[src/rtl/uart_pkg.sv]
// Shared types and helpers for the UART receive path.
//   rx_state_t - receive FSM states
//   MinDiv     - smallest usable clock-cycles-per-bit divider
//   data_bits  - decode of the 2-bit data-width configuration field
package uart_pkg;

    typedef enum logic [2:0] {
        IDLE,
        START,
        DATA,
        PARITY,
        STOP
    } rx_state_t;

    localparam int unsigned MinDiv = 4;

    function automatic logic [3:0] data_bits(input logic [1:0] cfg_bits);
        return 4'd5 + {2'b00, cfg_bits};
    endfunction

endpackage

[src/rtl/uart_rx_deframer_if.sv]
// Character stream handshake between the deframer and its consumer.
//   rx_data_o  - head character, zero-extended to 8 bits
//   rx_valid_o - a character is available
//   rx_ready_i - consumer accepts the head when rx_valid_o is also high
// master: character source (deframer); slave: consumer.
interface uart_rx_deframer_if;

    logic [7:0] rx_data_o;
    logic       rx_valid_o;
    logic       rx_ready_i;

    modport master (
        output rx_data_o,
        output rx_valid_o,
        input  rx_ready_i
    );

    modport slave (
        input  rx_data_o,
        input  rx_valid_o,
        output rx_ready_i
    );

endinterface

[src/rtl/uart_rx_fifo.sv]
// First-word-fall-through FIFO for received characters.
//   clk, rst   - clock, synchronous active-high reset (empties the FIFO)
//   push       - write push_data this cycle
//   push_data  - character to store
//   pop        - consume the head (ignored when empty)
//   pop_data   - head character, 0 while empty
//   full/empty - occupancy status
//   overrun    - one-cycle pulse: push while full with no same-cycle pop
module uart_rx_fifo #(
    parameter int unsigned Depth = 4,
    parameter int unsigned Width = 8
) (
    input  logic             clk,
    input  logic             rst,
    input  logic             push,
    input  logic [Width-1:0] push_data,
    input  logic             pop,
    output logic [Width-1:0] pop_data,
    output logic             full,
    output logic             empty,
    output logic             overrun
);

    localparam int unsigned PtrW = $clog2(Depth);

    logic [Width-1:0] mem [Depth];
    // One extra pointer bit distinguishes full from empty.
    logic [PtrW:0]    wr_ptr;
    logic [PtrW:0]    rd_ptr;
    logic             pop_ok;
    logic             wr_en;

    assign empty    = (wr_ptr == rd_ptr);
    assign full     = (wr_ptr[PtrW] != rd_ptr[PtrW]) &&
                      (wr_ptr[PtrW-1:0] == rd_ptr[PtrW-1:0]);
    assign pop_ok   = pop && !empty;
    // A pop frees the slot being written, so a full FIFO still accepts.
    assign wr_en    = push && (!full || pop_ok);
    assign overrun  = push && full && !pop_ok;
    assign pop_data = empty ? '0 : mem[rd_ptr[PtrW-1:0]];

    always_ff @(posedge clk) begin
        if (rst) begin
            wr_ptr <= '0;
            rd_ptr <= '0;
        end else begin
            if (wr_en) begin
                wr_ptr <= wr_ptr + {{PtrW{1'b0}}, 1'b1};
            end
            if (pop_ok) begin
                rd_ptr <= rd_ptr + {{PtrW{1'b0}}, 1'b1};
            end
        end
    end

    always_ff @(posedge clk) begin
        if (wr_en) begin
            mem[wr_ptr[PtrW-1:0]] <= push_data;
        end
    end

endmodule

[src/rtl/uart_rx_deframer.sv]
// UART receive deframer: synchronizes rx_i, recovers 1 start, 5-8 data,
// optional even parity and 1 stop bit, and queues characters in a FWFT FIFO.
//   clk, rst         - clock, synchronous active-high reset
//   rx_i             - asynchronous serial input, idle high
//   cfg_en_i         - receiver enable (gates new start edges only)
//   cfg_div_i        - clock cycles per bit, clamped to at least MinDiv
//   cfg_parity_en_i  - even parity bit present
//   cfg_bits_i       - data bits = 5 + cfg_bits_i
//   rx_if            - character stream out (data/valid/ready)
//   busy_o           - receive FSM not idle
//   parity_err_o, frame_err_o, overrun_o - sticky error flags
//   err_clr_i        - clears the sticky flags (a same-cycle set wins)
module uart_rx_deframer
    import uart_pkg::*;
#(
    parameter int unsigned FifoDepth = 4,
    parameter int unsigned DivWidth  = 16
) (
    input  logic                clk,
    input  logic                rst,
    input  logic                rx_i,
    input  logic                cfg_en_i,
    input  logic [DivWidth-1:0] cfg_div_i,
    input  logic                cfg_parity_en_i,
    input  logic [1:0]          cfg_bits_i,
    uart_rx_deframer_if.master  rx_if,
    output logic                busy_o,
    output logic                parity_err_o,
    output logic                frame_err_o,
    output logic                overrun_o,
    input  logic                err_clr_i
);

    logic                rx_meta;
    logic                rx_s;
    logic                rx_s_q;
    logic                start_edge;

    rx_state_t           state;
    logic [DivWidth-1:0] div_eff;
    logic [DivWidth-1:0] div_q;
    logic [DivWidth-1:0] cnt;
    logic                sample;
    logic [3:0]          nbits_q;
    logic                par_en_q;
    logic [2:0]          bit_idx;
    logic [7:0]          shreg;
    logic                par_acc;
    logic                par_bad;

    logic                push;
    logic                stop_bad;
    logic                pop;
    logic                fifo_full;
    logic                fifo_empty;
    logic                fifo_overrun;

    always_ff @(posedge clk) begin
        if (rst) begin
            rx_meta <= 1'b1;
            rx_s    <= 1'b1;
            rx_s_q  <= 1'b1;
        end else begin
            rx_meta <= rx_i;
            rx_s    <= rx_meta;
            rx_s_q  <= rx_s;
        end
    end

    // A line held low produces no further edge, so a break cannot retrigger.
    assign start_edge = rx_s_q && !rx_s;
    assign div_eff    = (cfg_div_i < DivWidth'(MinDiv)) ? DivWidth'(MinDiv) : cfg_div_i;
    assign sample     = (cnt == '0);
    assign busy_o     = (state != IDLE);
    assign push       = (state == STOP) && sample && rx_s;
    assign stop_bad   = (state == STOP) && sample && !rx_s;

    always_ff @(posedge clk) begin
        if (rst) begin
            state        <= IDLE;
            div_q        <= DivWidth'(MinDiv);
            cnt          <= '0;
            nbits_q      <= 4'd8;
            par_en_q     <= 1'b0;
            bit_idx      <= '0;
            shreg        <= '0;
            par_acc      <= 1'b0;
            par_bad      <= 1'b0;
            parity_err_o <= 1'b0;
            frame_err_o  <= 1'b0;
            overrun_o    <= 1'b0;
        end else begin
            if (state != IDLE) begin
                cnt <= sample ? (div_q - DivWidth'(1)) : (cnt - DivWidth'(1));
            end

            case (state)
                IDLE: begin
                    if (start_edge && cfg_en_i) begin
                        div_q    <= div_eff;
                        nbits_q  <= data_bits(cfg_bits_i);
                        par_en_q <= cfg_parity_en_i;
                        cnt      <= div_eff >> 1;
                        bit_idx  <= '0;
                        shreg    <= '0;
                        par_acc  <= 1'b0;
                        par_bad  <= 1'b0;
                        state    <= START;
                    end
                end
                START: begin
                    if (sample) begin
                        state <= rx_s ? IDLE : DATA;
                    end
                end
                DATA: begin
                    if (sample) begin
                        shreg[bit_idx] <= rx_s;
                        par_acc        <= par_acc ^ rx_s;
                        if ({1'b0, bit_idx} == nbits_q - 4'd1) begin
                            state <= par_en_q ? PARITY : STOP;
                        end else begin
                            bit_idx <= bit_idx + 3'd1;
                        end
                    end
                end
                PARITY: begin
                    if (sample) begin
                        par_bad <= par_acc ^ rx_s;
                        state   <= STOP;
                    end
                end
                STOP: begin
                    if (sample) begin
                        state <= IDLE;
                    end
                end
                default: state <= IDLE;
            endcase

            if (push && par_bad) begin
                parity_err_o <= 1'b1;
            end else if (err_clr_i) begin
                parity_err_o <= 1'b0;
            end

            if (stop_bad) begin
                frame_err_o <= 1'b1;
            end else if (err_clr_i) begin
                frame_err_o <= 1'b0;
            end

            if (fifo_overrun) begin
                overrun_o <= 1'b1;
            end else if (err_clr_i) begin
                overrun_o <= 1'b0;
            end
        end
    end

    assign pop              = rx_if.rx_valid_o && rx_if.rx_ready_i;
    assign rx_if.rx_valid_o = !fifo_empty;

    uart_rx_fifo #(
        .Depth (FifoDepth),
        .Width (8)
    ) u_fifo (
        .clk       (clk),
        .rst       (rst),
        .push      (push),
        .push_data (shreg),
        .pop       (pop),
        .pop_data  (rx_if.rx_data_o),
        .full      (fifo_full),
        .empty     (fifo_empty),
        .overrun   (fifo_overrun)
    );

endmodule
[src/flat_wrapper.sv]
// flat-port wrapper written by rule: the top's interface ports become plain ports
module uart_rx_deframer_flat import uart_pkg::*;
#(
    parameter int unsigned FifoDepth = 4,
    parameter int unsigned DivWidth  = 16
)
  (clk, rst, rx_i, cfg_en_i, cfg_div_i, cfg_parity_en_i, cfg_bits_i, busy_o, parity_err_o, frame_err_o, overrun_o, err_clr_i, rx_if_rx_data_o, rx_if_rx_valid_o, rx_if_rx_ready_i);
  uart_rx_deframer_if rx_if_i ();
  input  logic clk;
  input  logic rst;
  input  logic rx_i;
  input  logic cfg_en_i;
  input  logic [DivWidth-1:0] cfg_div_i;
  input  logic cfg_parity_en_i;
  input  logic [1:0] cfg_bits_i;
  output logic busy_o;
  output logic parity_err_o;
  output logic frame_err_o;
  output logic overrun_o;
  input  logic err_clr_i;
  output wire logic [$bits(rx_if_i.rx_data_o)-1:0] rx_if_rx_data_o;
  output wire logic [$bits(rx_if_i.rx_valid_o)-1:0] rx_if_rx_valid_o;
  input wire logic [$bits(rx_if_i.rx_ready_i)-1:0] rx_if_rx_ready_i;
  assign rx_if_rx_data_o = rx_if_i.rx_data_o;
  assign rx_if_rx_valid_o = rx_if_i.rx_valid_o;
  assign rx_if_i.rx_ready_i = rx_if_rx_ready_i;
  uart_rx_deframer #(.FifoDepth(FifoDepth), .DivWidth(DivWidth)) u_core (.clk(clk), .rst(rst), .rx_i(rx_i), .cfg_en_i(cfg_en_i), .cfg_div_i(cfg_div_i), .cfg_parity_en_i(cfg_parity_en_i), .cfg_bits_i(cfg_bits_i), .rx_if(rx_if_i), .busy_o(busy_o), .parity_err_o(parity_err_o), .frame_err_o(frame_err_o), .overrun_o(overrun_o), .err_clr_i(err_clr_i));
endmodule
[config.mk]
export PLATFORM = sky130hd
export DESIGN_NAME = uart_rx_deframer_flat
export DESIGN_NICKNAME = d
export VERILOG_FILES = /design/src/rtl/uart_pkg.sv /design/src/rtl/uart_rx_deframer_if.sv /design/src/rtl/uart_rx_fifo.sv /design/src/rtl/uart_rx_deframer.sv /design/src/flat_wrapper.sv
export SDC_FILE = /design/constraint.sdc
export NUM_CORES = 1
export LEC_CHECK = 0
export CORE_MARGIN = 2
export CORE_UTILIZATION = 55
export DETAILED_ROUTE_END_ITERATION = 6
export PLACE_DENSITY_LB_ADDON = 0.2
export SLEW_MARGIN = 10
export SYNTH_ARGS = -nofsm -noshare
export SYNTH_HDL_FRONTEND = slang
export SYNTH_HIERARCHICAL = 1
export SYNTH_SLANG_ARGS = --single-unit
[constraint.sdc]
create_clock -name clk -period 4 [get_ports clk]
set_input_delay 0.6 -clock clk [delete_from_list [all_inputs] [get_ports clk]]
set_output_delay 0.6 -clock clk [all_outputs]
set_load 0.02 [all_outputs]
==> results of run 1 <==
## critical path: stages, from the launching register on
cell and delay (ps):
dfxtp_1 440, nor3_2 130, and4b_1 290, and2_1 210
a21oi_1 180, ha_1 210, or3b_2 500, nor3_1 320
o21ai_0 150, nor4_1 250, xor2_1 180, a21oi_1 80
## sequential cells by signal, indices dropped and copies added (netlist names), 3 cells and up, named ones only
| signal | flops |
|---|---|
| u_core/div_q | 16 |
| u_core/bit_idx | 3 |
| u_core/u_fifo/wr_ptr | 3 |
| u_core/nbits_q | 4 |
| u_core/cnt | 16 |
| u_core/u_fifo/mem | 32 |
| u_core/shreg | 8 |
| u_core/state | 3 |
| u_core/u_fifo/rd_ptr | 3 |
## layer usage
metal  vias up  GRT usage, %  share of wire [%]
met1      1903          32.4                 46
met3        14          2.55                4.8
li1       1942             -                  -
met4         0          7.59                1.3
met2       109          37.6                 48
met5         -             0                  0
## worst paths after layout
check | startpoint | to | slack (ps)
setup / recovery | u_core/cnt[10] | u_core/cnt[14] | 930
hold / removal | u_core/rx_meta | u_core/rx_s | 420
setup reg to reg | u_core/cnt[10] | u_core/cnt[14] | 930
hold reg to reg | u_core/rx_meta | u_core/rx_s | 420
## through the flow
step | setup slack [ps] | area (um^2) | hold slack [ps] | cells
6_report | 926 | 5580 | 416 | 654
3_3_place_gp | 1050 | 5380 | 393 | 638
5_1_grt | 603 | 5580 | 425 | 654
4_1_cts | 956 | 5580 | 418 | 654
2_1_floorplan | 1010 | 4960 | 389 | 516
3_5_place_dp | 987 | 5380 | 395 | 638
## final cells by class
| type | instances | area share, % |
|---|---|---|
| clock buffer | 10 | 2.29 |
| clock inverter | 6 | 1.32 |
| inverter | 14 | 0.941 |
| multi-input combinational | 373 | 44.3 |
| sequential | 99 | 41.2 |
| tap | 108 | 2.42 |
| timing repair buffer | 44 | 7.49 |
## layout by cell type, fill, tap and decap left out, types with 8 or more instances in the layout
master and instances:
edfxtp_1 32, xor2_1 8, o21ai_0 14, mux4_2 8, clkdlybuf4s50_1 36, nor4_1 8
dfxtp_1 67, nor3_1 13, inv_1 14, a21oi_1 59, clkbuf_8 9, nand2_1 53
nand3_1 12, nor2_1 43, a211oi_1 8, nor2b_1 19, mux2i_1 13, ha_1 9
xnor2_1 9
## power by group through the flow
stage | clock [W] | combinational (W) | sequential (W)
2_1_floorplan | 0 | 0.000934 | 0.00117
3_3_place_gp | 0 | 0.00109 | 0.00120
3_5_place_dp | 0 | 0.00111 | 0.00121
4_1_cts | 0.000671 | 0.00111 | 0.00118
5_1_grt | 0.000710 | 0.00123 | 0.00120
6_report | 0.000657 | 0.00113 | 0.00119
==> results.py, run 1 <==
metrics = {
    "global_route": {
        "grt_first_pass_wirelength_mm": 18.5,
        "grt_use_total_pct": 23.1,
        "grt_pass1_vias": 3814,
        "antenna_found_initial": 0,
        "grt_start_max_net_pins": 46,
        "overflow": 0,
    },
    "clocking": {
        "ctsLongestPathBuffers": 2,
        "htreeDepth": 3,
        "hold_buffers": 0,
        "cts_tree": "yes",
        "post_cts_buffers": 0,
        "cts.sinks": 99,
        "clk_pin_slew_ps": 100,
        "cts-root-buf": "clkbuf_8",
        "cts_resized": 0,
        "insertion_delay_ps": 360,
        "cts_made_buffers": 9,
    },
    "critical_path": {
        "worst-setup-path-type": "flip-flop to flip-flop",
        "start_kind": "flip-flop",
        "endpoint_kind": "flip-flop",
        "crit_fanout": 7,
        "r2r.worst_path.cells": 11,
        "worstPathRequired_ps": 4230,
        "cp.arrival_ps": 3310,
    },
    "drt": {
        "drtAntennaViolNets": 0,
        "wirelength_mm": 10.8,
        "drc": 0,
        "viasPerCell": 6.07,
        "vias": 3968,
        "first_pass_iters": 5,
        "post_drt_wl_per_cell_um": 16.6,
        "first_iter_violations": 242,
    },
    "pwr": {
        "p_leak_nw": 1.97,
        "p_total_w": 0.00297,
        "p_switching_w": 0.00113,
        "p_clk_share_pct": 22.1,
        "power_frac_comb_pct": 37.9,
        "peakVddDrop_uv": 382,
        "internal_power_w": 0.00184,
        "switching_share_pct": 38.1,
        "p_per_area_mw_per_mm2": 532,
        "power_frac_seq_pct": 40.0,
    },
    "timing": {
        "worst_pin_slew_ps": 837,
        "fin_setup_tns_ps": 0,
        "hold_viol": 0,
        "min_period_ps": 3070,
        "fmax_ghz": 0.325,
        "finClkSkew_ps": 13.7,
        "rsz0062_at_grt": "no",
        "slew_violations": 0,
        "timing.final.crit_share_pct": 76.8,
        "slew_headroom_pct": 44.2,
        "setup_viol": 0,
    },
    "place": {
        "gp_congestion": 0.957,
        "hpwl_mm": 7.69,
        "io_buffers": 37,
    },
    "min_path": {
        "holdCritPathClass": "flip-flop to flip-flop",
        "hold-path-cell-count": 1,
    },
    "layout": {
        "multiInputGateArea_mm2": 0.00247,
        "areaGrowthSynthToFinish_pct": 12.4,
        "layout.nets": 575,
        "ff_latch_area_mm2": 0.00230,
        "n_fill_cell": 708,
        "n_antenna_cell": 0,
        "drive_gt1_share_pct": 10.8,
        "post-route-util_pct": 64.0,
    },
    "logic_synthesis": {
        "syn_inst": 516,
        "synth_area_per_cell_um2": 9.62,
        "yosysWarnings": 6,
        "syn_area_mm2": 0.00496,
        "syn-num-nets": 550,
    },
    "die": {
        "core_area_mm2": 0.00872,
        "rows": 34,
        "fp.dieH_um": 99.0,
        "ios": 38,
        "start_util_pct": 56.9,
        "design.die.area_mm2": 0.00980,
        "die_w_um": 99.0,
    },
    "job": {
        "max_cap_violations": 0,
    },
    "status": {
        "status": "complete, no violations",
    },
}
Power figures use the tool's default switching activity.
==> inputs of run 2 (changes only) <==
--- a/config.mk
+++ b/config.mk
@@ -6,7 +6,7 @@
 export NUM_CORES = 1
 export LEC_CHECK = 0
 export CORE_MARGIN = 2
-export CORE_UTILIZATION = 55
+export CORE_UTILIZATION = 53
 export DETAILED_ROUTE_END_ITERATION = 6
 export PLACE_DENSITY_LB_ADDON = 0.2
 export SLEW_MARGIN = 10
==> constraint.sdc (replaced) <==
create_clock -name clk -period 2.63 [get_ports clk]
set_input_delay 0.3945 -clock clk [delete_from_list [all_inputs] [get_ports clk]]
set_output_delay 0.3945 -clock clk [all_outputs]
set_load 0.02 [all_outputs]
==> results.py, run 2 (synthesis results as in run 1) <==
metrics = {
    "layout": {
        "largest_reg_flops": 32,
        "final_cell_mix": "a21oi_1, nand2_1, dfxtp_1",
        "areaGrowthSynthToFinish_pct": 17.0,
        "layout.nets": 593,
        "final_common_cell": "a21oi_1",
        "post-route-util_pct": 63.5,
        "n_antenna_cell": 0,
        "design_area_mm2": 0.00581,
        "fin_cells": 675,
        "drive_gt1_share_pct": 18.1,
    },
    "timing": {
        "slew_violations": 0,
        "rsz0062_at_grt": "no",
        "setup_viol": 0,
        "whs_ps": 374,
        "fmax_ghz": 0.396,
        "min_period_ps": 2530,
        "worst_pin_slew_ps": 642,
        "hold_viol": 0,
        "finClkSkew_ps": 8.44,
        "slew_headroom_pct": 56.8,
        "timing.final.crit_share_pct": 96.1,
        "fin_setup_tns_ps": 0,
    },
    "min_path": {
        "hold_path_end": "u_core/overrun_o",
        "hold-path-cell-count": 2,
        "holdCritPathClass": "input port to flip-flop",
        "hp-start": "rst",
    },
    "die": {
        "fp.dieH_um": 101,
        "core_area_mm2": 0.00915,
        "start_util_pct": 54.2,
        "design.die.area_mm2": 0.0102,
        "ios": 38,
        "rows": 35,
        "die_w_um": 101,
    },
    "global_route": {
        "grt_start_max_net_pins": 37,
        "grt_use_total_pct": 22.9,
        "antenna_found_initial": 0,
        "overflow": 0,
        "grt_pass1_vias": 3778,
        "grt_first_pass_wirelength_mm": 18.4,
    },
    "place": {
        "io_buffers": 37,
        "placed_area_mm2": 0.00557,
        "hpwl_mm": 7.96,
        "dp.cells": 659,
        "gp_congestion": 0.862,
    },
    "critical_path": {
        "start_kind": "flip-flop",
        "cp.arrival_ps": 2130,
        "rr_startpoint": "u_core/cnt[6]",
        "r2r.worst_path.cells": 11,
        "worstPathRequired_ps": 2240,
        "ff2ff_setup_slack_ps": 150,
        "worst-setup-path-type": "flip-flop to output pin",
        "crit_fanout": 10,
        "worst_r2r_endpoint": "u_core/cnt[14]",
        "endpoint_kind": "output pin",
    },
    "pwr": {
        "p_per_area_mw_per_mm2": 827,
        "p_leak_nw": 2.09,
        "peakVddDrop_uv": 586,
    },
    "clocking": {
        "hold_buffers": 0,
        "cts.sinks": 99,
        "cts-root-buf": "clkbuf_8",
        "cts_tree": "yes",
        "clk_pin_slew_ps": 110,
        "htreeDepth": 3,
        "cts_made_buffers": 9,
        "ctsLongestPathBuffers": 2,
        "insertion_delay_ps": 360,
    },
    "drt": {
        "vias": 4009,
        "wirelength_mm": 11.0,
        "viasPerCell": 5.94,
        "drtAntennaViolNets": 0,
        "first_iter_violations": 262,
        "first_pass_iters": 4,
        "drc": 0,
        "post_drt_wl_per_cell_um": 16.3,
    },
    "job": {
        "max_cap_violations": 0,
    },
    "status": {
        "status": "complete, no violations",
    },
}
[run 2: repair_timing]
item                                    CTS  global route
resized for setup                         0            10
endpoints found under the setup margin    0            25
buffers inserted                          0             0
hold endpoints to repair                  0             0
[run 2: report_power, final]
part / internal, W / total, W / switching (W)
registers: 0.00169 / 0.00184 / 0.000148
logic: 0.000854 / 0.00197 / 0.00111
clock network: 0.000385 / 0.000994 / 0.000609
total: 0.00293 / 0.00480 / 0.00187
[run 2: cell type report]
class | count | area, um^2
Timing Repair Buffer | 62 | 553
Fill cell | 763 | 3340
Sequential cell | 99 | 2340
Inverter | 14 | 52.6
Clock inverter | 7 | 83.8
Tap cell | 111 | 139
Clock buffer | 9 | 124
Multi-Input combinational cell | 373 | 2520
[run 2: stage by stage]
| stage | power [W] | setup WS (ps) |
|---|---|---|
| floorplan | 0.00337 | -86.4 |
| global placement | 0.00374 | 113 |
| detailed placement | 0.00377 | 107 |
| CTS | 0.00477 | 69.5 |
| global route | 0.00509 | 4.94 |
| finish | 0.00480 | 102 |
[run 2: worst max path at each step]
stage               slack (ps)  depth (start not counted)                 endpoint                    start
finish                     100                          5       rx_if_rx_data_o[5]  u_core/u_fifo/wr_ptr[0]
global route                 5                          9  u_core/u_fifo/mem[0][4]            u_core/cnt[8]
CTS                         70                         11            u_core/cnt[6]            u_core/cnt[8]
detailed placement         110                         11           u_core/cnt[14]            u_core/cnt[8]
global placement           110                         11           u_core/cnt[14]            u_core/cnt[8]
floorplan                  -90                         15           u_core/cnt[14]            u_core/cnt[4]
[run 2: critical path, stage by stage (launching register included)]
cell	delay, ps
dfxtp_1	470
xor2_1	290
nor3_2	90
buf_4	180
nor2b_1	120
clkdlybuf4s50_1	620
[run 2: routing by layer]
metal  global-route usage [%]  wire, um  vias to the layer above
met2                     37.0      5280                      100
met5                        0         0                        -
li1                         -         -                     1979
met3                     2.64       439                        9
met4                     7.69       105                        0
met1                     32.1      5210                     1921
